==> src/rtl/sram_ctrl_if.sv <==
// Request/response handshake between a client and the SRAM sequencer.
// The master issues requests; the slave (sram_ctrl) accepts them and returns completions.
interface sram_ctrl_if #(
   parameter int N  = 16,
   parameter int AW = 20
);
   logic          req_valid;
   logic          req_ready;
   logic          req_we;
   logic [AW-1:0] req_addr;
   logic [N-1:0]  req_wdata;
   logic [1:0]    req_be;
   logic          rsp_valid;
   logic [N-1:0]  rsp_rdata;

   modport master (
      output req_valid, req_we, req_addr, req_wdata, req_be,
      input  req_ready, rsp_valid, rsp_rdata
   );

   modport slave (
      input  req_valid, req_we, req_addr, req_wdata, req_be,
      output req_ready, rsp_valid, rsp_rdata
   );
endinterface

==> src/rtl/sram_ctrl.sv <==
// Single-port SRAM sequencer feeding a registered tristate buffer; write 3+WAIT_CYCLES, read 2+WAIT_CYCLES cycles to rsp_valid.
// Backpressure: req_ready is high only in IDLE, so a request presented while busy waits until the controller returns there.
module sram_ctrl #(
   parameter int N           = 16,
   parameter int AW          = 20,
   parameter int WAIT_CYCLES = 2
) (
   input  logic          Clk,
   input  logic          Reset_n,
   sram_ctrl_if.slave    req_if,
   output logic [AW-1:0] ADDR,
   output logic          CE_N,
   output logic          OE_N,
   output logic          WE_N,
   output logic          UB_N,
   output logic          LB_N,
   output logic          tristate_output_enable,
   output logic [N-1:0]  Data_write,
   input  logic [N-1:0]  Data_read
);

   localparam logic [2:0] IDLE     = 3'd0;
   localparam logic [2:0] W_SETUP  = 3'd1;
   localparam logic [2:0] W_PULSE  = 3'd2;
   localparam logic [2:0] W_HOLD   = 3'd3;
   localparam logic [2:0] R_ACCESS = 3'd4;
   localparam logic [2:0] R_SAMPLE = 3'd5;
   localparam logic [2:0] RESP     = 3'd6;

   localparam logic [3:0] WAIT_LOAD = 4'(WAIT_CYCLES - 1);

   logic [2:0]    state_q, state_d;
   logic [3:0]    cnt_q, cnt_d;
   logic [AW-1:0] addr_q, addr_d;
   logic [N-1:0]  wdata_q, wdata_d;
   logic [1:0]    be_q, be_d;
   logic [N-1:0]  rdata_q, rdata_d;

   always_comb begin
      state_d = state_q;
      cnt_d   = cnt_q;
      addr_d  = addr_q;
      wdata_d = wdata_q;
      be_d    = be_q;
      rdata_d = rdata_q;
      case (state_q)
         IDLE: begin
            if (req_if.req_valid) begin
               addr_d  = req_if.req_addr;
               wdata_d = req_if.req_wdata;
               be_d    = req_if.req_be;
               if (req_if.req_we) begin
                  state_d = W_SETUP;
               end else begin
                  state_d = R_ACCESS;
                  cnt_d   = WAIT_LOAD;
               end
            end
         end
         W_SETUP: begin
            state_d = W_PULSE;
            cnt_d   = WAIT_LOAD;
         end
         W_PULSE: begin
            if (cnt_q == 4'd0) state_d = W_HOLD;
            else               cnt_d   = cnt_q - 4'd1;
         end
         W_HOLD: state_d = RESP;
         R_ACCESS: begin
            if (cnt_q == 4'd0) state_d = R_SAMPLE;
            else               cnt_d   = cnt_q - 4'd1;
         end
         R_SAMPLE: begin
            // Data_read already carries the buffer's sample from the last access cycle
            rdata_d = Data_read;
            state_d = RESP;
         end
         RESP:    state_d = IDLE;
         default: state_d = IDLE;
      endcase
   end

   always_ff @(posedge Clk or negedge Reset_n) begin
      if (!Reset_n) begin
         state_q <= IDLE;
         cnt_q   <= '0;
         addr_q  <= '0;
         wdata_q <= '0;
         be_q    <= '0;
         rdata_q <= '0;
      end else begin
         state_q <= state_d;
         cnt_q   <= cnt_d;
         addr_q  <= addr_d;
         wdata_q <= wdata_d;
         be_q    <= be_d;
         rdata_q <= rdata_d;
      end
   end

   // Every output is a pure decode of registered state, so reset drops the strobes at once
   always_comb begin
      CE_N                   = 1'b1;
      OE_N                   = 1'b1;
      WE_N                   = 1'b1;
      UB_N                   = 1'b1;
      LB_N                   = 1'b1;
      tristate_output_enable = 1'b0;
      case (state_q)
         W_SETUP: CE_N = 1'b0;
         W_PULSE: begin
            CE_N                   = 1'b0;
            WE_N                   = 1'b0;
            UB_N                   = ~be_q[1];
            LB_N                   = ~be_q[0];
            tristate_output_enable = 1'b1;
         end
         W_HOLD: begin
            CE_N                   = 1'b0;
            UB_N                   = ~be_q[1];
            LB_N                   = ~be_q[0];
            tristate_output_enable = 1'b1;
         end
         R_ACCESS, R_SAMPLE: begin
            CE_N = 1'b0;
            OE_N = 1'b0;
            UB_N = 1'b0;
            LB_N = 1'b0;
         end
         default: ;
      endcase
   end

   assign ADDR             = addr_q;
   assign Data_write       = wdata_q;
   assign req_if.req_ready = (state_q == IDLE);
   assign req_if.rsp_valid = (state_q == RESP);
   assign req_if.rsp_rdata = rdata_q;

endmodule

==> src/flat_wrapper.sv <==
// flat-port wrapper written by rule: the top's interface ports become plain ports
module sram_ctrl_flat 
#(
   parameter int N           = 16,
   parameter int AW          = 20,
   parameter int WAIT_CYCLES = 2
)
  (Clk, Reset_n, ADDR, CE_N, OE_N, WE_N, UB_N, LB_N, tristate_output_enable, Data_write, Data_read, req_if_req_valid, req_if_req_we, req_if_req_addr, req_if_req_wdata, req_if_req_be, req_if_req_ready, req_if_rsp_valid, req_if_rsp_rdata);
  sram_ctrl_if #(.N(N), .AW(AW)) req_if_i ();
  input  logic Clk;
  input  logic Reset_n;
  output logic [AW-1:0] ADDR;
  output logic CE_N;
  output logic OE_N;
  output logic WE_N;
  output logic UB_N;
  output logic LB_N;
  output logic tristate_output_enable;
  output logic [N-1:0] Data_write;
  input  logic [N-1:0] Data_read;
  input wire logic [$bits(req_if_i.req_valid)-1:0] req_if_req_valid;
  input wire logic [$bits(req_if_i.req_we)-1:0] req_if_req_we;
  input wire logic [$bits(req_if_i.req_addr)-1:0] req_if_req_addr;
  input wire logic [$bits(req_if_i.req_wdata)-1:0] req_if_req_wdata;
  input wire logic [$bits(req_if_i.req_be)-1:0] req_if_req_be;
  output wire logic [$bits(req_if_i.req_ready)-1:0] req_if_req_ready;
  output wire logic [$bits(req_if_i.rsp_valid)-1:0] req_if_rsp_valid;
  output wire logic [$bits(req_if_i.rsp_rdata)-1:0] req_if_rsp_rdata;
  assign req_if_i.req_valid = req_if_req_valid;
  assign req_if_i.req_we = req_if_req_we;
  assign req_if_i.req_addr = req_if_req_addr;
  assign req_if_i.req_wdata = req_if_req_wdata;
  assign req_if_i.req_be = req_if_req_be;
  assign req_if_req_ready = req_if_i.req_ready;
  assign req_if_rsp_valid = req_if_i.rsp_valid;
  assign req_if_rsp_rdata = req_if_i.rsp_rdata;
  sram_ctrl #(.N(N), .AW(AW), .WAIT_CYCLES(WAIT_CYCLES)) u_core (.Clk(Clk), .Reset_n(Reset_n), .req_if(req_if_i), .ADDR(ADDR), .CE_N(CE_N), .OE_N(OE_N), .WE_N(WE_N), .UB_N(UB_N), .LB_N(LB_N), .tristate_output_enable(tristate_output_enable), .Data_write(Data_write), .Data_read(Data_read));
endmodule
==> config.mk <==
export PLATFORM = sky130hd
export DESIGN_NAME = sram_ctrl_flat
export DESIGN_NICKNAME = d
export VERILOG_FILES = /design/src/rtl/sram_ctrl_if.sv /design/src/rtl/sram_ctrl.sv /design/src/flat_wrapper.sv
export SDC_FILE = /design/constraint.sdc
export NUM_CORES = 1
export LEC_CHECK = 0
export ABC_AREA = 1
export BUFFER_PORTS_ARGS = -buffer_cell sky130_fd_sc_hd__buf_4
export CORE_ASPECT_RATIO = 1.5
export CORE_MARGIN = 2
export CORE_UTILIZATION = 47
export CTS_CLUSTER_SIZE = 14
export DETAILED_ROUTE_END_ITERATION = 8
export PLACE_DENSITY = 0.83
export SLEW_MARGIN = 20
export SYNTH_ARGS = -nofsm -noshare
export SYNTH_HDL_FRONTEND = slang
export SYNTH_SLANG_ARGS = --single-unit
==> constraint.sdc <==
create_clock -name Clk -period 1.5 [get_ports Clk]
set_clock_uncertainty 0.05 [all_clocks]
set_input_delay 0.075 -clock Clk [delete_from_list [all_inputs] [get_ports Clk]]
set_output_delay 0.075 -clock Clk [all_outputs]
set_load 0.02 [all_outputs]
# ---- After elaboration in Yosys (flattened, before gate mapping)
# Index checks and enable logic that the tools add are counted.
dict set report totals {
  regBits 61
  input_bits 58
  out_inout_bits 60
  wordCells 46
}
dict set report classes {
  n_addsub 1
  eq_ne 11
  n_mux 15
  n_bitwise 2
  n_reduce_logical 11
}
# op n
set op_table {}
lappend op_table {{$pmux 3 s5} 1}
lappend op_table {{$mux 3} 4}
lappend op_table {{$mux 4} 3}
lappend op_table {{$pmux 4 s3} 1}
lappend op_table {{$eq 3x3->1 const B} 3}
lappend op_table {{$reduce_or 2->1} 4}
lappend op_table {{$eq 3x2->1 const B} 2}
lappend op_table {{$ne 2x2->1 const B} 3}
lappend op_table {{$reduce_or 5->1} 1}
lappend op_table {{$logic_not 4->1} 1}
lappend op_table {{$mux 1} 4}
lappend op_table {{$ne 2x1->1 const B} 2}
lappend op_table {{$pmux 1 s2} 2}
lappend op_table {{$reduce_and 4->1} 1}
lappend op_table {{$sub 4x1->4 const B} 1}
lappend op_table {{$eq 3x1->1 const B} 1}
lappend op_table {{$logic_not 3->1} 1}
lappend op_table {{$reduce_and 3->1} 1}
lappend op_table {{$reduce_bool 3->1} 1}
lappend op_table {{$not 1->1} 2}
lappend op_table {{$reduce_and 2->1} 1}

# ---- Depth between registers and ports, before layout
# Gate-level depths: netlist of the first run.
dict set report logic_depth {
  depth_word 4
  ltp_mapped 8
  ltp_nobuf 8
}

# ---- Worst setup path after synthesis of the first run
# OpenSTA, ideal clock, no wires.
dict set report synth_timing {
  path_type {register to register}
  from {register u_core.state_q[0]}
  to {register u_core.addr_q[15], in the netlist u_core.ADDR[15]}
  setup_ns 0.117
  arrival_time_ns 1.178
  required_ns 1.333
  setup_slack_ns 0.155
  stages_incl_launch_ff 9
  n_path_buf 2
  cell_sequence {dfrtp_1 nor2_4 inv_2 nor2_4 nand2_1 buf_4 buf_6 nand2_1 nand2_1}
}
dict set report synth_between {
  elab_chain_cells 2
}
# element line_no
set synth_rtl {}
lappend synth_rtl {{start: declaration} sram_ctrl.sv:32} ;# logic [2:0] state_q, state_d;
lappend synth_rtl {{start signal: assignment} sram_ctrl.sv:92} ;# state_q <= state_d;
lappend synth_rtl {{$logic_not 3->1} sram_ctrl.sv:46} ;# case (state_q)
lappend synth_rtl {{$reduce_and 2->1 (no source line)} --}
lappend synth_rtl {{end signal: assignment} sram_ctrl.sv:94} ;# addr_q <= addr_d;
lappend synth_rtl {{end: declaration} sram_ctrl.sv:34} ;# logic [AW-1:0] addr_q, addr_d;
# No other way between the ends.
# A chain may end at the register's enable or synchronous reset.

# ---- Worst setup path in the final report of the first run
dict set report layout_timing {
  from {register u_core.state_q[2]}
  to {register u_core.cnt_q[3]}
}
dict set report layout_between {
  elab_chain_cells 4
}
# element line_no
set layout_rtl {}
lappend layout_rtl {{$eq 3x3->1 or $eq 3x2->1 (tied branches)} sram_ctrl.sv:46}
lappend layout_rtl {{$reduce_or 2->1 (no source line)} --}
lappend layout_rtl {{$ne 2x2->1 (no source line) or $reduce_bool 3->1 (tied branches)} --}
lappend layout_rtl {{$reduce_and 4->1 (no source line)} --}
lappend layout_rtl {{end signal: assignment} sram_ctrl.sv:93} ;# cnt_q <= cnt_d;
lappend layout_rtl {{end: declaration} sram_ctrl.sv:33} ;# logic [3:0] cnt_q, cnt_d;
# Several ways; a longest one is shown, not always the timed one.

==> results of run 1 <==
-- sequential cells by signal, indices dropped and copies added (netlist names) --
| register | count |
|---|---|
| u_core.cnt_q | 4 |
| u_core.Data_write | 16 |
| u_core.ADDR | 20 |
| u_core.be_q | 2 |
| u_core.req_if.rsp_rdata | 16 |
| u_core.state_q | 3 |
-- routing by layer --
metal	vias up	global-route usage	part of all wire
met3	22	0.0531	0.063
met1	1348	0.298	0.35
li1	1269	-	-
met5	-	0	0
met2	155	0.533	0.57
met4	0	0.149	0.019
-- kinds of logic after synthesis --
| group | after synthesis | synth area share |
|---|---|---|
| AND/OR/NAND/NOR | 161 | 0.268 |
| flip-flops | 61 | 0.584 |
| buffers and inverters | 25 | 0.0526 |
| multiplexers | 16 | 0.0689 |
| AO/OA/AOI/OAI | 9 | 0.0182 |
| XOR/XNOR | 1 | 0.00335 |
| adder cells (fa/ha/maj) | 1 | 0.00478 |
-- timing repair --
action | in CTS | in global routing
setup endpoints to repair | 4 | 62
hold buffers | 55 | 0
setup buffers | 9 | 3
cloned | 2 | 3
resized for setup | 4 | 26
pin swaps | 3 | 2
endpoints found under the hold margin | 115 | 0
-- where the power goes --
| part | total, mW | internal, mW | switching [mW] |
|---|---|---|---|
| Clock | 1.59 | 0.935 | 0.658 |
| Sequential | 2.98 | 2.44 | 0.538 |
| Combinational | 5.67 | 2.58 | 3.09 |
-- worst paths after layout --
| check | end | slack [ns] |
|---|---|---|
| min in group asynchronous | u_core.ADDR[6] | 0.30 |
| min reg2reg | u_core.ADDR[10] | 0.42 |
| max | u_core.cnt_q[3] | -0.05 |
| min | u_core.state_q[0] | 0.008 |
| max reg2reg | u_core.cnt_q[3] | -0.05 |
| max in group asynchronous | u_core.state_q[1] | 0.52 |
-- per-stage QoR --
stage | instances | power, mW | hold slack (ns)
2_1_floorplan | 274 | 5.63 | -0.271
3_3_place_gp | 450 | 7.31 | 0.134
3_5_place_dp | 450 | 7.45 | 0.148
4_1_cts | 532 | 9.69 | 0.00274
5_1_grt | 538 | 10.8 | 0.0306
6_report | 538 | 10.2 | 0.00759
-- final cells by class --
type / instances / area [sq um] / area share
clock buffers: 10 / 128 / 0.0278
clock inverters: 6 / 87.6 / 0.0191
flip-flops and latches: 61 / 1530 / 0.334
well taps: 70 / 87.6 / 0.0191
inverters: 11 / 41.3 / 0.00900
multi-input cells: 188 / 1010 / 0.220
repair buffers: 192 / 1700 / 0.371
-- synth_stat cells --
cell type and instances:
nand2_1 98, dfrtp_1 61, nand3_1 49, mux2_2 16
inv_1 9, nor2_1 8, o21ai_0 6, buf_2 5
buf_6 4, clkbuf_1 3, nand3_2 3, a21oi_1 2
buf_4 2, inv_2 2, nor2_4 2, ha_1 1
nand2_2 1, o211ai_1 1, xnor2_1 1
-- worst max-delay path: stages (launching register included) --
cell and delay (ns):
dfrtp_2 0.43, inv_2 0.11, nand2_1 0.14, nand2_2 0.11
buf_4 0.13, nand2_1 0.13, nor2_1 0.22, nand3_1 0.10
nand2_1 0.07
==> metrics.txt, run 1 <==
Final min period between 1.5 and 2 ns; global-route wire length before repair 13000 microns; Worst-Skew Late Latency 0.35 ns; Netlist Area Pre-Place between 0.002 and 0.003 sq mm; Worst Hold Class primary input to flip-flop; worst-path fanout max 5; Die W 64.9 microns; critical path class flip-flop to flip-flop; r2r startpoint u_core.state_q[2]; FP Rows 33; top-area cell type share of the netlist area 0.584; min-delay src req_if_req_we; Critical Path Source Type flip-flop; critical path capture point type flip-flop; gr usage total 0.285; # clock sinks around 60; core area 0.00541 sq mm; final wirelength 9180 microns; FF-to-FF path depth 8; Max transition margin 0.479; syn_nets about 330; initial core utilization 0.483; Nets ~520; Final setup violation count 4; ANT cells 0; Slew @ Worst Pin 0.782 ns; largest net degree at the start of global routing 62; setup ws final -0.0523 ns; Final Max Slew Viols 0; most common cell after layout, fill and taps aside buf_4; violated checks negative setup slack; Synth Instances about 270; Hold Path Stages 3; MaxCap Viol Count 0; leading area contributor after synthesis dfrtp_1; pre-CTS setup slack 0.0470 ns; post-synthesis sequential area ratio 0.584; post-layout util 0.848; Die Y 95.4 microns; DR iter-0 viols a little over 200; final HPWL from detailed placement 4270 microns; WL/cell 17.1 microns; status finished with violations; Setup TNS -0.0767 ns; FILL cells 283; Yosys reg bits 61; largest cells by area after synthesis dfrtp_1 (58%), nand2_1 (14%), nand3_1 (9.4%), mux2_2 (6.9%), buf_6 (1.7%); Root Buffer clkbuf_8; Final Wtd Congestion ~0.83; Area Growth Syn to Fin 75.4%; 1st-pass router iterations 4; post-route ant nets 0; count of cell types in the netlist 19; drc violations 0; io pins 118; Die ar. 0.00619 sq mm; crit path from u_core.state_q[2]; fmax 644 MHz; Congestion Overflow GR 0; cell area after layout 0.00459 sq mm; unrepaired setup endpoints after global routing yes; CTS tree built; Port Buffer Count between 100 and 150; crit path DAT 1.79 ns; Syn. warnings 0; CTS buffer count 9; Worst VDD drop 0.00135 V; layout cell share with drive strength beyond 1 0.421; Placed Area approximately 0.0035 sq mm; initial antenna violation count 0; CTS max path bufs 2; commonest non-fill, non-tap cells in the layout buf_4 (127), nand2_1 (82), dfrtp_1 (58); Avg Synthesized Cell Area 9.54 sq um; Worst Path Required 1.74 ns; Fin. Hold Viols 0; vias in the first global route 2717; leakage 2.38 nW; Power Dens Cells 2230 mW/mm^2; Max H-tree Level 3; Vias ~2800; routed vias/inst 5.19; Reg clk slew, reported paths ~0.07 ns; final worst-path cycle share 1.03
(Power assumes the default switching activity.)
==> run 2, diff against run 1 <==
--- a/config.mk
+++ b/config.mk
@@ -8,11 +8,11 @@
 export ABC_AREA = 1
 export BUFFER_PORTS_ARGS = -buffer_cell sky130_fd_sc_hd__buf_4
 export CORE_ASPECT_RATIO = 1.5
-export CORE_MARGIN = 2
 export CORE_UTILIZATION = 47
 export CTS_CLUSTER_SIZE = 14
 export DETAILED_ROUTE_END_ITERATION = 8
 export PLACE_DENSITY = 0.83
+export SKIP_LAST_GASP = 1
 export SLEW_MARGIN = 20
 export SYNTH_ARGS = -nofsm -noshare
 export SYNTH_HDL_FRONTEND = slang
==> metrics.txt, run 2 (synthesized netlist as in run 1, its figures left out) <==
io pins 118 (unchanged); Setup TNS -6.32 ns (-6.24 ns); Root Buffer clkbuf_8; pre-CTS setup slack -0.00614 ns (-0.0531 ns); most common cell after layout, fill and taps aside buf_4; leakage 2.46 nW (+3.1%); post-route ant nets 0 (unchanged); Worst Hold Class primary input to async pin; Max transition margin 0.678 (+0.200); Top Metal Used met4; met2 WL 6400 microns (+23%); Final min period 1.75 ns (+0.200 ns); unrepaired setup endpoints after global routing yes; # clock sinks 61 (unchanged); commonest non-fill, non-tap cells in the layout buf_4 (127), nand2_1 (80), dfrtp_1 (58); 1st-pass router iterations 6 (+2); Final Wtd Congestion 0.834 (-0.12%); DR iter-0 viols 393 (+90%); layout cell share with drive strength beyond 1 0.460 (+0.0390); fmax 571 MHz (-11%); Die Y 93.4 microns (-2.1%); Reg clk slew, reported paths 0.08 ns (about the same); post-layout util 0.917 (+0.0685); WL/cell 25.3 microns (+48%); Final Max Slew Viols 0 (unchanged); Final setup violation count 65 (+61); initial antenna violation count 0 (unchanged); Power Dens Cells 2420 mW/mm^2 (+8.3%); Slew @ Worst Pin 0.482 ns (-0.300 ns); initial core utilization 0.499 (+0.0151); Fin. Hold Viols 0 (unchanged); CTS max path bufs 2 (unchanged); status finished with violations; Critical Path Source Type flip-flop; Area Growth Syn to Fin 83.8%; final HPWL from detailed placement 4400 microns (+3.0%); CTS buffer count 9 (unchanged); most frequent CP cell nand2_1; gr usage total 0.342 (+0.0568); core area 0.00525 sq mm (-3.0%); global-route wire length before repair 14900 microns (+14%); Vias 3377 (+21%); crit path DAT 1.99 ns (+0.20 ns); DRT met1 WL 4230 microns (+31%); worst-path fanout max 5 (unchanged); setup ws final -0.252 ns (-0.200 ns); Max H-tree Level 3 (unchanged); drc violations 0 (unchanged); Worst Path Required 1.73 ns (about the same); Congestion Overflow GR 0 (unchanged); vias in the first global route 2976 (+9.5%); Slowest cell on crit path dfrtp_2; Die W 62.9 microns (-3.1%); Die ar. 0.00587 sq mm (-5.1%); Worst-Skew Late Latency 0.35 ns (about the same); critical path capture point type flip-flop; violated checks negative setup slack; FP Rows 32 (-3.0%); final worst-path cycle share 1.17 (+0.133); cells along the critical path inv_2, nand2_1, nand2_2, buf_4, nand2_1, nor2_1, nand3_1, nand2_1; WL met3 1570 microns (+170%); largest net degree at the start of global routing 39 (-37%); Port Buffer Count 117 (unchanged); Worst VDD drop 0.00150 V (+11%); critical path class flip-flop to flip-flop; CTS tree built; Nets 528 (+1.1%); max reg flops 20 (unchanged); routed vias/inst 6.22 (+20%); CP peak stage delay 0.46 ns (+0.03 ns); final wirelength 13700 microns (+50%); MaxCap Viol Count 0 (unchanged)
run 2: cell type report:
type / instances / area (sq um)
Inverter: 11 / 41.3
Sequential cell: 61 / 1530
Timing Repair Buffer: 198 / 1820
Clock inverter: 5 / 82.6
Fill cell: 182 / 438
Multi-Input combinational cell: 188 / 1100
Tap cell: 68 / 85.1
Antenna cell: 1 / 2.50
Clock buffer: 11 / 141
run 2: what timing repair did:
action	4_1_cts	5_1_grt
setup buffers	6	5
endpoints found under the setup margin	15	62
pin swaps	3	17
hold buffers	55	0
gates resized for setup	3	47
endpoints found under the hold margin	115	0
gates cloned	2	8
run 2: critical path: cells and delay by family, from the launching register on:
family	cells	cell delay, ns
buf+inv	2	0.26
flops	1	0.46
simple gates	6	0.94
run 2: routing by layer:
metal,GRT usage,vias to the layer above
met5,0,-
met4,0.188,0
li1,-,1282
met3,0.0817,146
met1,0.380,1580
met2,0.593,369
run 2: worst paths after layout:
check / slack [ns] / depth (start not counted) / to / startpoint
worst max register to register: -0.25 / 8 / u_core.cnt_q[3] / u_core.state_q[2]
worst min register to register: 0.44 / 2 / u_core.ADDR[8] / u_core.ADDR[8]
max in group asynchronous: 0.76 / 3 / u_core.state_q[0] / Reset_n
worst min-delay path: 0.11 / 2 / u_core.ADDR[7] / Reset_n
min in group Clk: 0.12 / 3 / u_core.state_q[0] / req_if_req_we
worst max-delay path: -0.25 / 8 / u_core.cnt_q[3] / u_core.state_q[2]
run 2: power breakdown:
group	switching, mW	internal [mW]	total (mW)
clock network	0.742	0.988	1.73
logic	3.86	2.85	6.71
registers	0.743	2.44	3.18
run 2: metrics by stage:
stage / area [sq um] / power [mW] / hold WS (ns) / cells
after floorplan: 2620 / 5.63 / -0.271 / 274
after global placement: 3560 / 7.31 / -0.0814 / 450
after detailed placement: 3560 / 7.45 / -0.0789 / 450
after CTS: 4450 / 9.65 / 0.00650 / 529
after global routing: 4800 / 11.9 / 0.105 / 542
final: 4810 / 11.6 / 0.108 / 543
